--- src/rtl/wb_arbiter.sv ---
`default_nettype none
// ============================================================================
// Module  : wb_arbiter
// Brief   : Two-master round-robin Wishbone arbiter with slave timeout/abort.
// Revision: 1.0 - initial release
// ============================================================================

`ifndef ADR_WIDTH
`define ADR_WIDTH 32
`endif
`ifndef DAT_WIDTH
`define DAT_WIDTH 32
`endif

module wb_arbiter #(
  parameter int unsigned TIMEOUT = 16
) (
  input  logic                  clk_i,
  input  logic                  rst_i,
  input  logic [`ADR_WIDTH-1:0] m0_adr_i,
  input  logic [`DAT_WIDTH-1:0] m0_dat_i,
  input  logic                  m0_we_i,
  input  logic                  m0_stb_i,
  output logic [`DAT_WIDTH-1:0] m0_dat_o,
  output logic                  m0_ack_o,
  output logic                  m0_err_o,
  input  logic [`ADR_WIDTH-1:0] m1_adr_i,
  input  logic [`DAT_WIDTH-1:0] m1_dat_i,
  input  logic                  m1_we_i,
  input  logic                  m1_stb_i,
  output logic [`DAT_WIDTH-1:0] m1_dat_o,
  output logic                  m1_ack_o,
  output logic                  m1_err_o,
  output logic [`ADR_WIDTH-1:0] s_adr_o,
  output logic [`DAT_WIDTH-1:0] s_dat_o,
  output logic                  s_we_o,
  output logic                  s_stb_o,
  input  logic [`DAT_WIDTH-1:0] s_dat_i,
  input  logic                  s_ack_i,
  input  logic                  s_err_i,
  output logic [1:0]            grant_o
);

  typedef enum logic [1:0] {
    ST_IDLE  = 2'd0,
    ST_BUSY  = 2'd1,
    ST_ABORT = 2'd2
  } state_t;

  localparam logic [7:0] c_cnt_last = 8'(TIMEOUT - 1);

  state_t     state_q, state_d;
  logic [1:0] grant_q, grant_d;
  logic       last_q,  last_d;   // 1: m1 was granted most recently
  logic [7:0] cnt_q,   cnt_d;
  logic       seen_q,  seen_d;   // ack/err already observed for this access

  logic w_sel_m1;
  logic w_sel_stb;
  logic w_busy;
  logic w_abort;

  assign w_sel_m1  = grant_q[1];
  assign w_sel_stb = w_sel_m1 ? m1_stb_i : m0_stb_i;
  assign w_busy    = (state_q == ST_BUSY);
  assign w_abort   = (state_q == ST_ABORT);

  always_comb begin
    state_d = state_q;
    grant_d = grant_q;
    last_d  = last_q;
    cnt_d   = cnt_q;
    seen_d  = seen_q;
    case (state_q)
      ST_IDLE: begin
        if (m0_stb_i || m1_stb_i) begin
          state_d = ST_BUSY;
          cnt_d   = 8'd0;
          seen_d  = 1'b0;
          if (m0_stb_i && m1_stb_i) begin
            grant_d = last_q ? 2'b01 : 2'b10;
          end else begin
            grant_d = m1_stb_i ? 2'b10 : 2'b01;
          end
        end
      end
      ST_BUSY: begin
        if (!w_sel_stb) begin
          state_d = ST_IDLE;
          grant_d = 2'b00;
          last_d  = w_sel_m1;
        end else if (s_ack_i || s_err_i) begin
          seen_d = 1'b1;
        end else if (!seen_q) begin
          if (cnt_q == c_cnt_last) begin
            state_d = ST_ABORT;
          end else begin
            cnt_d = cnt_q + 8'd1;
          end
        end
      end
      ST_ABORT: begin
        if (!w_sel_stb) begin
          state_d = ST_IDLE;
          grant_d = 2'b00;
          last_d  = w_sel_m1;
        end
      end
      default: begin
        state_d = ST_IDLE;
        grant_d = 2'b00;
      end
    endcase
  end

  always_ff @(posedge clk_i or negedge rst_i) begin
    if (!rst_i) begin
      state_q <= ST_IDLE;
      grant_q <= 2'b00;
      last_q  <= 1'b0;
      cnt_q   <= 8'd0;
      seen_q  <= 1'b0;
    end else begin
      state_q <= state_d;
      grant_q <= grant_d;
      last_q  <= last_d;
      cnt_q   <= cnt_d;
      seen_q  <= seen_d;
    end
  end

  // Reset forces IDLE asynchronously, so every state-qualified output drops with it.
  assign s_adr_o  = (w_busy && w_sel_m1) ? m1_adr_i : m0_adr_i;
  assign s_dat_o  = (w_busy && w_sel_m1) ? m1_dat_i : m0_dat_i;
  assign s_we_o   = (w_busy && w_sel_m1) ? m1_we_i  : m0_we_i;
  assign s_stb_o  = w_busy && w_sel_stb;

  assign m0_ack_o = w_busy && grant_q[0] && m0_stb_i && s_ack_i;
  assign m1_ack_o = w_busy && grant_q[1] && m1_stb_i && s_ack_i;
  assign m0_err_o = grant_q[0] && m0_stb_i && ((w_busy && s_err_i) || w_abort);
  assign m1_err_o = grant_q[1] && m1_stb_i && ((w_busy && s_err_i) || w_abort);

  assign m0_dat_o = s_dat_i;
  assign m1_dat_o = s_dat_i;
  assign grant_o  = grant_q;

endmodule

`default_nettype wire

--- config.mk ---
export PLATFORM = sky130hd
export DESIGN_NAME = wb_arbiter
export DESIGN_NICKNAME = d
export VERILOG_FILES = /design/src/rtl/wb_arbiter.sv
export SDC_FILE = /design/constraint.sdc
export NUM_CORES = 1
export LEC_CHECK = 0
export ABC_AREA = 1
export BUFFER_PORTS_ARGS = -buffer_cell sky130_fd_sc_hd__buf_2
export CORE_AREA = 2 2 118 120
export DETAILED_ROUTE_END_ITERATION = 16
export DIE_AREA = 0 0 120 122
export PLACE_DENSITY = 0.55
export SKIP_LAST_GASP = 1
export SYNTH_ARGS = -nofsm -noshare
export SYNTH_HDL_FRONTEND = slang
export SYNTH_SLANG_ARGS = --single-unit
--- constraint.sdc ---
create_clock -name clk_i -period 1.8 [get_ports clk_i]
set_input_delay 0.27 -clock clk_i [delete_from_list [all_inputs] [get_ports clk_i]]
set_output_delay 0.27 -clock clk_i [all_outputs]
set_load 0.005 [all_outputs]
==> impl_table.tex, run 1 <==
\begin{tabular}{lr}
\hline
Metric & Value \\
\hline
\multicolumn{2}{l}{\textbf{Status}} \\
Status & finished with violations \\
Violated checks & negative setup slack \\
\multicolumn{2}{l}{\textbf{Layout}} \\
Footprint of the multi-input gates & 0.00153 mm\^{}2 \\
Storage cell area & 350 um\^{}2 \\
NumNets Final & 620 \\
Antenna fix cells & 0 \\
Cell Count, Final, Fillers Out & 626 \\
Layout cells sized above 1 & 0.697 \\
Signed area change from the synthesized netlist to the final layout & 65.0\% \\
Final-layout fill cell count & 1,454 \\
\multicolumn{2}{l}{\textbf{Yosys}} \\
Unique cell type count in the Yosys netlist & 24 \\
Mapped Cells & 285 \\
Area share of fa/ha/maj cells after synthesis & 0.0208 \\
Combinational family with the most area after synthesis & multiplexers \\
Area fraction in compound gates after synthesis & 0.0323 \\
Yosys warning total & 0 \\
Synthesized area divided by synthesized cell count & 8.44 um\^{}2 \\
Fraction of synthesized area in multiplexers & 0.365 \\
Number of nets produced by synthesis & 457 \\
Synthesized flop and latch total & 14 \\
Share of synthesized area occupied by flip-flops and latches & 0.146 \\
Post-Synth XOR/XNOR Area & 0 \\
Simple-gate share of the synthesized area & 0.174 \\
Area of the mapped netlist & 0.00240 mm\^{}2 \\
\multicolumn{2}{l}{\textbf{Setup path}} \\
Critical register-to-register path startpoint & state\_q[1] \\
CP Max Fanout & 7 \\
Worst setup path start & state\_q[1] \\
Worst reg2reg endpoint & cnt\_q[2] \\
Worst R2R Path Depth & 11 \\
Kind of critical path & reg -> out \\
CP Launch Type & register \\
Reg2Reg Setup Slack & 0.16 ns \\
Worst EP arrival & 1.69 ns \\
Type of destination of the critical path & output port \\
Required arrival time at the worst endpoint & 1.53 ns \\
\multicolumn{2}{l}{\textbf{Global routing}} \\
Global-route wire length before repair & 15,000 um \\
Total congestion overflow after global routing & 0 \\
Antenna violations before repair & 2 \\
Aggregate global-route resource usage & 0.135 \\
Vias in the first global route & 2,437 \\
Largest net degree at the start of global routing & 19 \\
\multicolumn{2}{l}{\textbf{Die}} \\
Placement row count & 43 \\
Initial cell density of the core & 0.178 \\
Horizontal extent of the die & 120 um \\
Vert. Die Dim & 122 um \\
Die area & 0.0146 mm\^{}2 \\
Number of top-level pins & 304 \\
Core area & 0.0135 mm\^{}2 \\
\multicolumn{2}{l}{\textbf{Placed design}} \\
\# port buffers & 207 \\
Final estimated routing congestion in global placement & 0.874 \\
Number of instances in the placed design & 605 \\
Total half-perimeter wirelength after legalization and detailed placement & 8630 um \\
\multicolumn{2}{l}{\textbf{Route}} \\
Residual antenna-violating net count after detailed routing & 0 \\
Drt first pass iters & 4 \\
Via/cell ratio & 4.04 \\
Max layer used & met5 \\
Via Count & 2,530 \\
Initial DRC count & 70 \\
Routed Wire Length & 11,000 um \\
Met1 Wirelength & 4750 um \\
Wire length on met3 & 1470 um \\
\# DRC & 0 \\
Met2 routed WL & 4750 um \\
DR WL/cell & 17.6 um \\
\multicolumn{2}{l}{\textbf{CTS}} \\
Clock transition at path regs & 0.05 ns \\
Clock tree root driver cell & sky130\_fd\_sc\_hd\_\_clkbuf\_16 \\
Number of H-tree levels & 1 \\
Clock buffer depth & 2 \\
TritonCTS clock tree & built \\
Worst-Skew Late Latency & 0.25 ns \\
CTS sink cnt & 14 \\
Number of buffers created by CTS & 3 \\
\multicolumn{2}{l}{\textbf{Worst hold path}} \\
Hold path startpoint & m0\_stb\_i \\
Cell count of the worst hold path & 4 \\
Class of the tightest hold or removal check & in -> reg \\
Endpoint of the worst hold-timing path & grant\_o[1] \\
\multicolumn{2}{l}{\textbf{STA}} \\
Endpoints failing hold & 0 \\
Slack of the critical path & -0.158 ns \\
Final setup skew & 0.00360 ns \\
F\_max & 511 MHz \\
Final max-slew violation count & 0 \\
Remaining max-slew budget at the tightest pin & 0.769 \\
Number of endpoints failing setup at the final stage & 66 \\
Slew of the pin with the lowest slew margin & 0.347 ns \\
Share of the cycle needed by the critical path after routing & 1.09 \\
RSZ-0062 raised after global routing & yes \\
Min Clock Period, post-route & 1.96 ns \\
\multicolumn{2}{l}{\textbf{Power}} \\
Power Density & 996 mW/mm\^{}2 \\
Leakage power summed over all cells & 2.25 nW \\
Maximum ir drop on the vdd rail & 0.611 mV \\
Total design power & 3.95 mW \\
\multicolumn{2}{l}{\textbf{Flow run}} \\
Max-capacitance violation count & 0 \\
\hline
\end{tabular}
==> synthesized netlist by cell type <==
cell,n,area share
sky130_fd_sc_hd__a21oi_1,7,0.015
sky130_fd_sc_hd__buf_2,2,0.0042
sky130_fd_sc_hd__buf_4,64,0.20
sky130_fd_sc_hd__buf_6,6,0.028
sky130_fd_sc_hd__dfrtp_1,14,0.15
sky130_fd_sc_hd__ha_1,4,0.021
sky130_fd_sc_hd__inv_1,18,0.028
sky130_fd_sc_hd__inv_2,1,0.0016
sky130_fd_sc_hd__mux2_2,26,0.12
sky130_fd_sc_hd__mux2_4,39,0.24
sky130_fd_sc_hd__nand2_1,53,0.083
sky130_fd_sc_hd__nand2_2,2,0.0052
sky130_fd_sc_hd__nand2_4,1,0.0047
sky130_fd_sc_hd__nand3_1,14,0.029
sky130_fd_sc_hd__nand3b_1,1,0.0031
sky130_fd_sc_hd__nand4_1,3,0.0078
sky130_fd_sc_hd__nor2_1,16,0.025
sky130_fd_sc_hd__nor2_4,1,0.0047
sky130_fd_sc_hd__nor3_1,3,0.0062
sky130_fd_sc_hd__nor3b_1,1,0.0031
sky130_fd_sc_hd__nor4_1,1,0.0026
sky130_fd_sc_hd__o21ai_0,5,0.010
sky130_fd_sc_hd__o21ai_1,2,0.0042
sky130_fd_sc_hd__o31ai_1,1,0.0031
==> where the power goes <==
part | internal, mW | switching (mW) | leakage [nW]
combinational | 1.71 | 1.35 | 2.02
clock | 0.292 | 0.136 | 0.0370
sequential | 0.403 | 0.0630 | 0.186
==> worst max-delay path by stage <==
stage | end | cells after the start
finish | s_dat_o[6] | 7
global route | s_dat_o[24] | 7
floorplan | s_adr_o[15] | 7
detailed placement | s_dat_o[27] | 6
global placement | s_dat_o[31] | 6
CTS | s_adr_o[27] | 6
==> final cells by class <==
class,instances,share of cell area
Timing Repair Buffer,230,0.433
Multi-Input combinational cell,180,0.385
Clock buffer,3,0.0189
Inverter,19,0.0180
Tap cell,180,0.0568
Sequential cell,14,0.0883
==> metal layers <==
layer,up-vias,track usage
met4,4,0.0154
met2,168,0.203
li1,1207,-
met5,-,0
met3,9,0.0576
met1,1142,0.186
==> critical path: stages, from the launching register on <==
cell,delay (ns)
sky130_fd_sc_hd__dfrtp_1,0.38
sky130_fd_sc_hd__inv_2,0.08
sky130_fd_sc_hd__ha_4,0.15
sky130_fd_sc_hd__nand2_4,0.07
sky130_fd_sc_hd__buf_12,0.16
sky130_fd_sc_hd__clkbuf_16,0.16
sky130_fd_sc_hd__mux2_4,0.31
sky130_fd_sc_hd__buf_6,0.12
==> what timing repair did <==
item | 4_1_cts | 5_1_grt
gates cloned | 5 | 4
pin swaps | 1 | 2
gates resized for setup | 28 | 48
hold buffers | 1 | 0
buffers inserted | 6 | 2
endpoints found under the setup margin | 70 | 76
endpoints found under the hold margin | 14 | 0
==> cells by family after synthesis <==
| logic type | Yosys count |
|---|---|
| and+or+nand+nor | 96 |
| buffers and inverters | 91 |
| muxes | 65 |
| AOI/OAI and AO/OA | 15 |
| DFF | 14 |
| adders and majority gates | 4 |
==> per-stage QoR <==
| stage | worst slack [ns] | TNS (ns) | area (um^2) | hold WS, ns | util |
|---|---|---|---|---|---|
| 6_report | -0.158 | -8.70 | 3970 | 0.422 | 0.294 |
| 5_1_grt | -0.203 | -11.92 | 3970 | 0.466 | 0.294 |
| 4_1_cts | -0.165 | -9.23 | 3600 | 0.417 | 0.267 |
| 3_5_place_dp | 0.00828 | 0 | 3180 | 0.203 | 0.235 |
| 3_3_place_gp | 0.0478 | 0 | 3180 | 0.201 | 0.235 |
| 2_1_floorplan | 0.141 | 0 | 2400 | -0.0256 | - |
==> flip-flops by register name, summed over array words and instances (netlist names) <==
| signal | flops |
|---|---|
| cnt_q | 8 |
| seen_q | 1 |
| grant_o | 2 |
| last_q | 1 |
| state_q | 2 |
==> layout by cell type, fill, tap and decap left out, types with 3 or more instances in the layout <==
cell type | Yosys | routed
sky130_fd_sc_hd__buf_6 | 6 | 46
sky130_fd_sc_hd__buf_12 | 0 | 4
sky130_fd_sc_hd__buf_4 | 64 | 7
sky130_fd_sc_hd__nand4_1 | 3 | 3
sky130_fd_sc_hd__buf_2 | 2 | 163
sky130_fd_sc_hd__nor2_1 | 16 | 15
sky130_fd_sc_hd__nand2_1 | 53 | 53
sky130_fd_sc_hd__nand3_1 | 14 | 14
sky130_fd_sc_hd__a21oi_1 | 7 | 5
sky130_fd_sc_hd__clkbuf_16 | 0 | 6
sky130_fd_sc_hd__inv_1 | 18 | 17
sky130_fd_sc_hd__dfrtp_1 | 14 | 14
sky130_fd_sc_hd__buf_16 | 0 | 6
sky130_fd_sc_hd__mux2_4 | 39 | 52
sky130_fd_sc_hd__mux2_2 | 26 | 13
sky130_fd_sc_hd__o21ai_0 | 5 | 5
No activity file was read; power rests on OpenSTA's default activity.
==> run 2: changes to the inputs <==
--- a/config.mk
+++ b/config.mk
@@ -10,7 +10,7 @@
 export CORE_AREA = 2 2 118 120
 export DETAILED_ROUTE_END_ITERATION = 16
 export DIE_AREA = 0 0 120 122
-export PLACE_DENSITY = 0.55
+export PLACE_DENSITY = 0.59
 export SKIP_LAST_GASP = 1
 export SYNTH_ARGS = -nofsm -noshare
 export SYNTH_HDL_FRONTEND = slang
==> impl_table.tex, run 2 (synthesis gave the netlist of run 1 again) <==
\begin{tabular}{lr}
\hline
Metric & Value \\
\hline
\multicolumn{2}{l}{\textbf{Placed design}} \\
Final estimated routing congestion in global placement & 0.893 \\
Total half-perimeter wirelength after legalization and detailed placement & 8940 um \\
\# port buffers & 207 \\
Number of instances in the placed design & 607 \\
\multicolumn{2}{l}{\textbf{Route}} \\
Initial DRC count & 73 \\
Via/cell ratio & 4.04 \\
Via Count & 2,494 \\
Routed Wire Length & 10,500 um \\
Drt first pass iters & 6 \\
DR WL/cell & 17.1 um \\
\# DRC & 0 \\
Residual antenna-violating net count after detailed routing & 0 \\
\multicolumn{2}{l}{\textbf{Layout}} \\
Largest register FFs & 8 \\
Register ranked first by flip-flop count & cnt\_q \\
Cell Count, Final, Fillers Out & 617 \\
Final-layout fill cell count & 1,489 \\
Most frequent cells in the layout & sky130\_fd\_sc\_hd\_\_buf\_2, sky130\_fd\_sc\_hd\_\_nand2\_1, sky130\_fd\_sc\_hd\_\_mux2\_4 \\
Most common cell after layout, fill and taps aside & sky130\_fd\_sc\_hd\_\_buf\_2 \\
Antenna fix cells & 0 \\
NumNets Final & 610 \\
Layout cells sized above 1 & 0.684 \\
Signed area change from the synthesized netlist to the final layout & 41.5\% \\
\multicolumn{2}{l}{\textbf{STA}} \\
Remaining max-slew budget at the tightest pin & 0.779 \\
Min Clock Period, post-route & 1.91 ns \\
RSZ-0062 raised after global routing & yes \\
Number of endpoints failing setup at the final stage & 67 \\
Slew of the pin with the lowest slew margin & 0.332 ns \\
F\_max & 523 MHz \\
Fin Setup TNS & -5.19 ns \\
Final setup skew & 0.00282 ns \\
Slack of the critical path & -0.111 ns \\
Share of the cycle needed by the critical path after routing & 1.06 \\
Final max-slew violation count & 0 \\
Endpoints failing hold & 0 \\
\multicolumn{2}{l}{\textbf{Setup path}} \\
Required arrival time at the worst endpoint & 1.53 ns \\
Worst R2R Path Depth & 10 \\
Reg2Reg Setup Slack & 0.13 ns \\
Worst EP arrival & 1.64 ns \\
Worst reg2reg endpoint & cnt\_q[0] \\
Kind of critical path & reg -> out \\
CP Max Fanout & 15 \\
CP Launch Type & register \\
Critical register-to-register path startpoint & state\_q[1] \\
Type of destination of the critical path & output port \\
\multicolumn{2}{l}{\textbf{Die}} \\
Die area & 0.0146 mm\^{}2 \\
Initial cell density of the core & 0.178 \\
Horizontal extent of the die & 120 um \\
Placement row count & 43 \\
Core area & 0.0135 mm\^{}2 \\
Number of top-level pins & 304 \\
Vert. Die Dim & 122 um \\
\multicolumn{2}{l}{\textbf{Worst hold path}} \\
Endpoint of the worst hold-timing path & grant\_o[1] \\
Hold path startpoint & m0\_stb\_i \\
Class of the tightest hold or removal check & in -> reg \\
Cell count of the worst hold path & 4 \\
\multicolumn{2}{l}{\textbf{Global routing}} \\
Total congestion overflow after global routing & 0 \\
Largest net degree at the start of global routing & 19 \\
Global-route wire length before repair & 14,100 um \\
Aggregate global-route resource usage & 0.129 \\
Antenna violations before repair & 0 \\
Vias in the first global route & 2,355 \\
\multicolumn{2}{l}{\textbf{Flow run}} \\
Max-capacitance violation count & 0 \\
\multicolumn{2}{l}{\textbf{CTS}} \\
TritonCTS clock tree & built \\
Worst-Skew Late Latency & 0.25 ns \\
Number of buffers created by CTS & 3 \\
Clock buffer depth & 2 \\
Number of H-tree levels & 1 \\
CTS sink cnt & 14 \\
Clock transition at path regs & 0.05 ns \\
Clock tree root driver cell & sky130\_fd\_sc\_hd\_\_clkbuf\_16 \\
\multicolumn{2}{l}{\textbf{Power}} \\
Maximum ir drop on the vdd rail & 0.624 mV \\
Leakage power summed over all cells & 1.96 nW \\
Power Density & 981 mW/mm\^{}2 \\
\multicolumn{2}{l}{\textbf{Status}} \\
Status & finished with violations \\
Violated checks & negative setup slack \\
\hline
\end{tabular}
==> run 2: cell types whose count changed in the layout (fill, tap and decap cells not counted), sizes merged <==
| cell | before | now |
|---|---|---|
| buf | 226 | 219 |
| clkbuf | 6 | 4 |
==> run 2: metrics by stage <==
step | instance area (um^2) | hold WS [ns] | total power, mW | utilization | worst slack (ns)
after CTS | 3420 | 0.403 | 3.32 | 0.253 | -0.196
after global placement | 3190 | 0.198 | 2.62 | 0.236 | 0.0523
after global routing | 3400 | 0.461 | 3.60 | 0.252 | -0.170
final | 3400 | 0.411 | 3.34 | 0.252 | -0.111
after floorplan | 2400 | -0.0256 | 1.96 | - | 0.141
after detailed placement | 3190 | 0.198 | 2.62 | 0.236 | 0.0305
==> run 2: critical path, stage by stage, from the launching register on <==
cell                      delay (ns)
sky130_fd_sc_hd__dfrtp_1        0.35
sky130_fd_sc_hd__inv_2          0.07
sky130_fd_sc_hd__ha_4           0.18
sky130_fd_sc_hd__nand2_8        0.11
sky130_fd_sc_hd__buf_12         0.16
sky130_fd_sc_hd__mux2_2         0.37
sky130_fd_sc_hd__buf_2          0.14
==> run 2: what timing repair did <==
item                                    in CTS  in global routing
gates resized for setup                      8                  4
pin swaps                                    1                  1
hold buffers                                 1                  0
hold endpoints to repair                    14                  0
endpoints found under the setup margin      69                 78
cloned                                       2                  0
buffers inserted                             3                  3
==> run 2: final cells by class <==
| class | count | area [um^2] | area share |
|---|---|---|---|
| repair buffers | 220 | 1190 | 0.351 |
| flip-flops and latches | 14 | 350 | 0.103 |
| clock buffers | 4 | 88.8 | 0.0261 |
| inverters | 19 | 71.3 | 0.0210 |
| multi-input cells | 180 | 1470 | 0.433 |
| well taps | 180 | 225 | 0.0662 |
==> run 2: worst max-delay path by stage <==
stage,startpoint,endpoint,slack (ns)
floorplan,state_q[1],s_adr_o[15],0.14
global route,state_q[1],m0_ack_o,-0.17
global placement,state_q[1],s_dat_o[30],0.05
finish,state_q[1],s_dat_o[30],-0.11
CTS,state_q[1],s_dat_o[5],-0.20
detailed placement,state_q[0],s_dat_o[30],0.03
==> run 2: layer usage <==
layer  GRT usage  wire length [um]  up-vias
li1            -                 -     1187
met1       0.170              4540     1148
met2       0.197              4620      155
met3      0.0609              1320        4
met4      0.0176                51        0
met5           0                 0        -
==> run 2: report_power, final <==
group          total, mW  switching, mW  internal, mW
Clock              0.474          0.137         0.337
Combinational       2.39           1.17          1.21
Sequential         0.474         0.0707         0.403
Total               3.34           1.38          1.96
==> run 3: changes to the inputs <==
--- a/config.mk
+++ b/config.mk
@@ -7,10 +7,12 @@
 export LEC_CHECK = 0
 export ABC_AREA = 1
 export BUFFER_PORTS_ARGS = -buffer_cell sky130_fd_sc_hd__buf_2
-export CORE_AREA = 2 2 118 120
+export CORE_AREA = 2 2 117 119
+export CTS_BUF_LIST = sky130_fd_sc_hd__clkbuf_4
 export DETAILED_ROUTE_END_ITERATION = 16
-export DIE_AREA = 0 0 120 122
-export PLACE_DENSITY = 0.59
+export DIE_AREA = 0 0 119 121
+export MAX_ROUTING_LAYER = met4
+export PLACE_DENSITY = 0.6
 export SKIP_LAST_GASP = 1
 export SYNTH_ARGS = -nofsm -noshare
 export SYNTH_HDL_FRONTEND = slang
==> impl_table.tex, run 3 (synthesis gave the netlist of run 1 again) <==
\begin{tabular}{lr}
\hline
Metric & Value \\
\hline
\multicolumn{2}{l}{\textbf{Placed design}} \\
Total half-perimeter wirelength after legalization and detailed placement & 8410 um \\
\# port buffers & 207 \\
Final estimated routing congestion in global placement & 0.880 \\
\multicolumn{2}{l}{\textbf{Die}} \\
Vert. Die Dim & 121 um \\
Die area & 0.0144 mm\^{}2 \\
Core area & 0.0131 mm\^{}2 \\
Initial cell density of the core & 0.184 \\
Number of top-level pins & 304 \\
Horizontal extent of the die & 119 um \\
Placement row count & 42 \\
\multicolumn{2}{l}{\textbf{STA}} \\
Min Clock Period, post-route & 2.04 ns \\
Endpoints failing hold & 0 \\
Final setup skew & 0.00237 ns \\
Fin Setup TNS & -14.03 ns \\
RSZ-0062 raised after global routing & yes \\
Final-layout worst hold slack & 0.363 ns \\
Slack of the critical path & -0.242 ns \\
F\_max & 490 MHz \\
Remaining max-slew budget at the tightest pin & 0.770 \\
Number of endpoints failing setup at the final stage & 66 \\
Share of the cycle needed by the critical path after routing & 1.13 \\
Slew of the pin with the lowest slew margin & 0.345 ns \\
Final max-slew violation count & 0 \\
\multicolumn{2}{l}{\textbf{Setup path}} \\
Required arrival time at the worst endpoint & 1.53 ns \\
CP Launch Type & register \\
Cell seen most often among critical-path stages & sky130\_fd\_sc\_hd\_\_buf\_6 \\
Type of destination of the critical path & output port \\
Kind of critical path & reg -> out \\
Worst setup path start & state\_q[1] \\
Crit path largest cell delay & 0.40 ns \\
Worst EP arrival & 1.77 ns \\
CP cell instances & inv\_2 -> ha\_4 -> nand2\_8 -> buf\_6 -> buf\_16 -> mux2\_4 -> buf\_6 \\
Critical register-to-register path startpoint & state\_q[0] \\
Slowest CP cell & sky130\_fd\_sc\_hd\_\_dfrtp\_1 \\
CP Max Fanout & 7 \\
\multicolumn{2}{l}{\textbf{Global routing}} \\
Antenna violations before repair & 3 \\
Total congestion overflow after global routing & 0 \\
Aggregate global-route resource usage & 0.142 \\
Largest net degree at the start of global routing & 15 \\
Global-route wire length before repair & 15,100 um \\
Vias in the first global route & 2,446 \\
\multicolumn{2}{l}{\textbf{Status}} \\
Status & finished with violations \\
Violated checks & negative setup slack \\
\multicolumn{2}{l}{\textbf{Power}} \\
Switch share & 0.412 \\
Leakage power summed over all cells & 2.24 nW \\
Cell-internal power & 2.25 mW \\
Combinational share of power & 0.823 \\
Maximum ir drop on the vdd rail & 0.729 mV \\
Fraction of power consumed by sequential logic & 0.124 \\
Net switching power of the design & 1.58 mW \\
Clock group share of total power & 0.053 \\
Power Density & 967 mW/mm\^{}2 \\
\multicolumn{2}{l}{\textbf{Layout}} \\
Register ranked first by flip-flop count & cnt\_q \\
Most common cell after layout, fill and taps aside & sky130\_fd\_sc\_hd\_\_buf\_2 \\
Signed area change from the synthesized netlist to the final layout & 64.6\% \\
NumNets Final & 623 \\
Largest register FFs & 8 \\
Most frequent cells in the layout & sky130\_fd\_sc\_hd\_\_buf\_2, sky130\_fd\_sc\_hd\_\_mux2\_4, sky130\_fd\_sc\_hd\_\_nand2\_1 \\
Utilization after layout & 0.303 \\
Layout cells sized above 1 & 0.698 \\
\multicolumn{2}{l}{\textbf{Route}} \\
Routed Wire Length & 11,000 um \\
Drt first pass iters & 4 \\
\# DRC & 0 \\
Initial DRC count & 73 \\
Residual antenna-violating net count after detailed routing & 0 \\
Via Count & 2,543 \\
Via/cell ratio & 4.04 \\
DR WL/cell & 17.5 um \\
\multicolumn{2}{l}{\textbf{CTS}} \\
Worst-Skew Late Latency & 0.30 ns \\
Clock transition at path regs & 0.10 ns \\
Number of buffers created by CTS & 3 \\
Clock buffer depth & 2 \\
Clock tree root driver cell & sky130\_fd\_sc\_hd\_\_clkbuf\_4 \\
Number of H-tree levels & 1 \\
TritonCTS clock tree & built \\
CTS sink cnt & 14 \\
\multicolumn{2}{l}{\textbf{Flow run}} \\
Max-capacitance violation count & 0 \\
\multicolumn{2}{l}{\textbf{Worst hold path}} \\
Class of the tightest hold or removal check & in -> reg \\
Hold path startpoint & m0\_stb\_i \\
\hline
\end{tabular}
## run 3: cell count changes in the layout (fill, tap and decap cells not counted), moves of 8 or more
cell and change:
sky130_fd_sc_hd__buf_16 +8, sky130_fd_sc_hd__buf_2 -41, sky130_fd_sc_hd__buf_6 +44, sky130_fd_sc_hd__mux2_2 -15, sky130_fd_sc_hd__mux2_4 +15
## run 3: timing repair
| item | CTS | global route |
|---|---|---|
| resized for setup | 54 | 32 |
| buffers inserted | 10 | 4 |
| endpoints found under the setup margin | 69 | 80 |
| hold buffers | 1 | 0 |
| gates cloned | 8 | 0 |
| pin swaps | 3 | 4 |
| hold endpoints to repair | 14 | 0 |
## run 3: routing by layer
| layer | vias up | share of wire | global-route usage |
|---|---|---|---|
| met2 | 156 | 0.45 | 0.217 |
| met3 | 11 | 0.090 | 0.0493 |
| li1 | 1223 | - | - |
| met5 | - | 0 | - |
| met4 | 0 | 0.011 | 0.0216 |
| met1 | 1153 | 0.44 | 0.186 |
## run 3: stage by stage
step	instance area, um^2	cells	power, mW	setup WS (ns)
after global routing	3960	629	4.10	-0.295
after CTS	3760	623	3.57	-0.245
final	3960	629	3.83	-0.242
after global placement	3170	601	2.58	0.0558
after detailed placement	3170	601	2.58	0.0366
after floorplan	2400	285	1.96	0.141
## run 3: worst paths after layout
kind,cells after the start,slack [ns],to
max in group asynchronous,2,1.15,cnt_q[2]
min,4,0.36,grant_o[1]
min reg2reg,2,0.52,cnt_q[1]
max,7,-0.24,s_adr_o[3]
max reg2reg,9,0.11,cnt_q[2]
min in group asynchronous,2,0.39,seen_q
## run 3: worst max-delay path, delay by kind of cell, from the launching register on
family / cells / cell delay (ns)
adders and majority gates: 1 / 0.16
and+or+nand+nor: 1 / 0.07
buffers and inverters: 4 / 0.50
DFF: 1 / 0.40
muxes: 1 / 0.33
## run 3: power by group through the flow
| stage | logic, mW | registers [mW] | clock network, mW |
|---|---|---|---|
| 2_1_floorplan | 1.50 | 0.459 | 0 |
| 3_3_place_gp | 2.11 | 0.467 | 0 |
| 4_1_cts | 2.89 | 0.473 | 0.207 |
| 3_5_place_dp | 2.11 | 0.471 | 0 |
| 5_1_grt | 3.39 | 0.489 | 0.224 |
| 6_report | 3.15 | 0.476 | 0.203 |
## run 3: area by class of cell
class	instances	area [um^2]
clock buffers	3	22.5
repair buffers	233	1720
multi-input cells	180	1560
diodes	3	7.51
clock inverters	1	3.75
well taps	176	220
fillers	1368	9130
inverters	19	73.8
flip-flops and latches	14	350
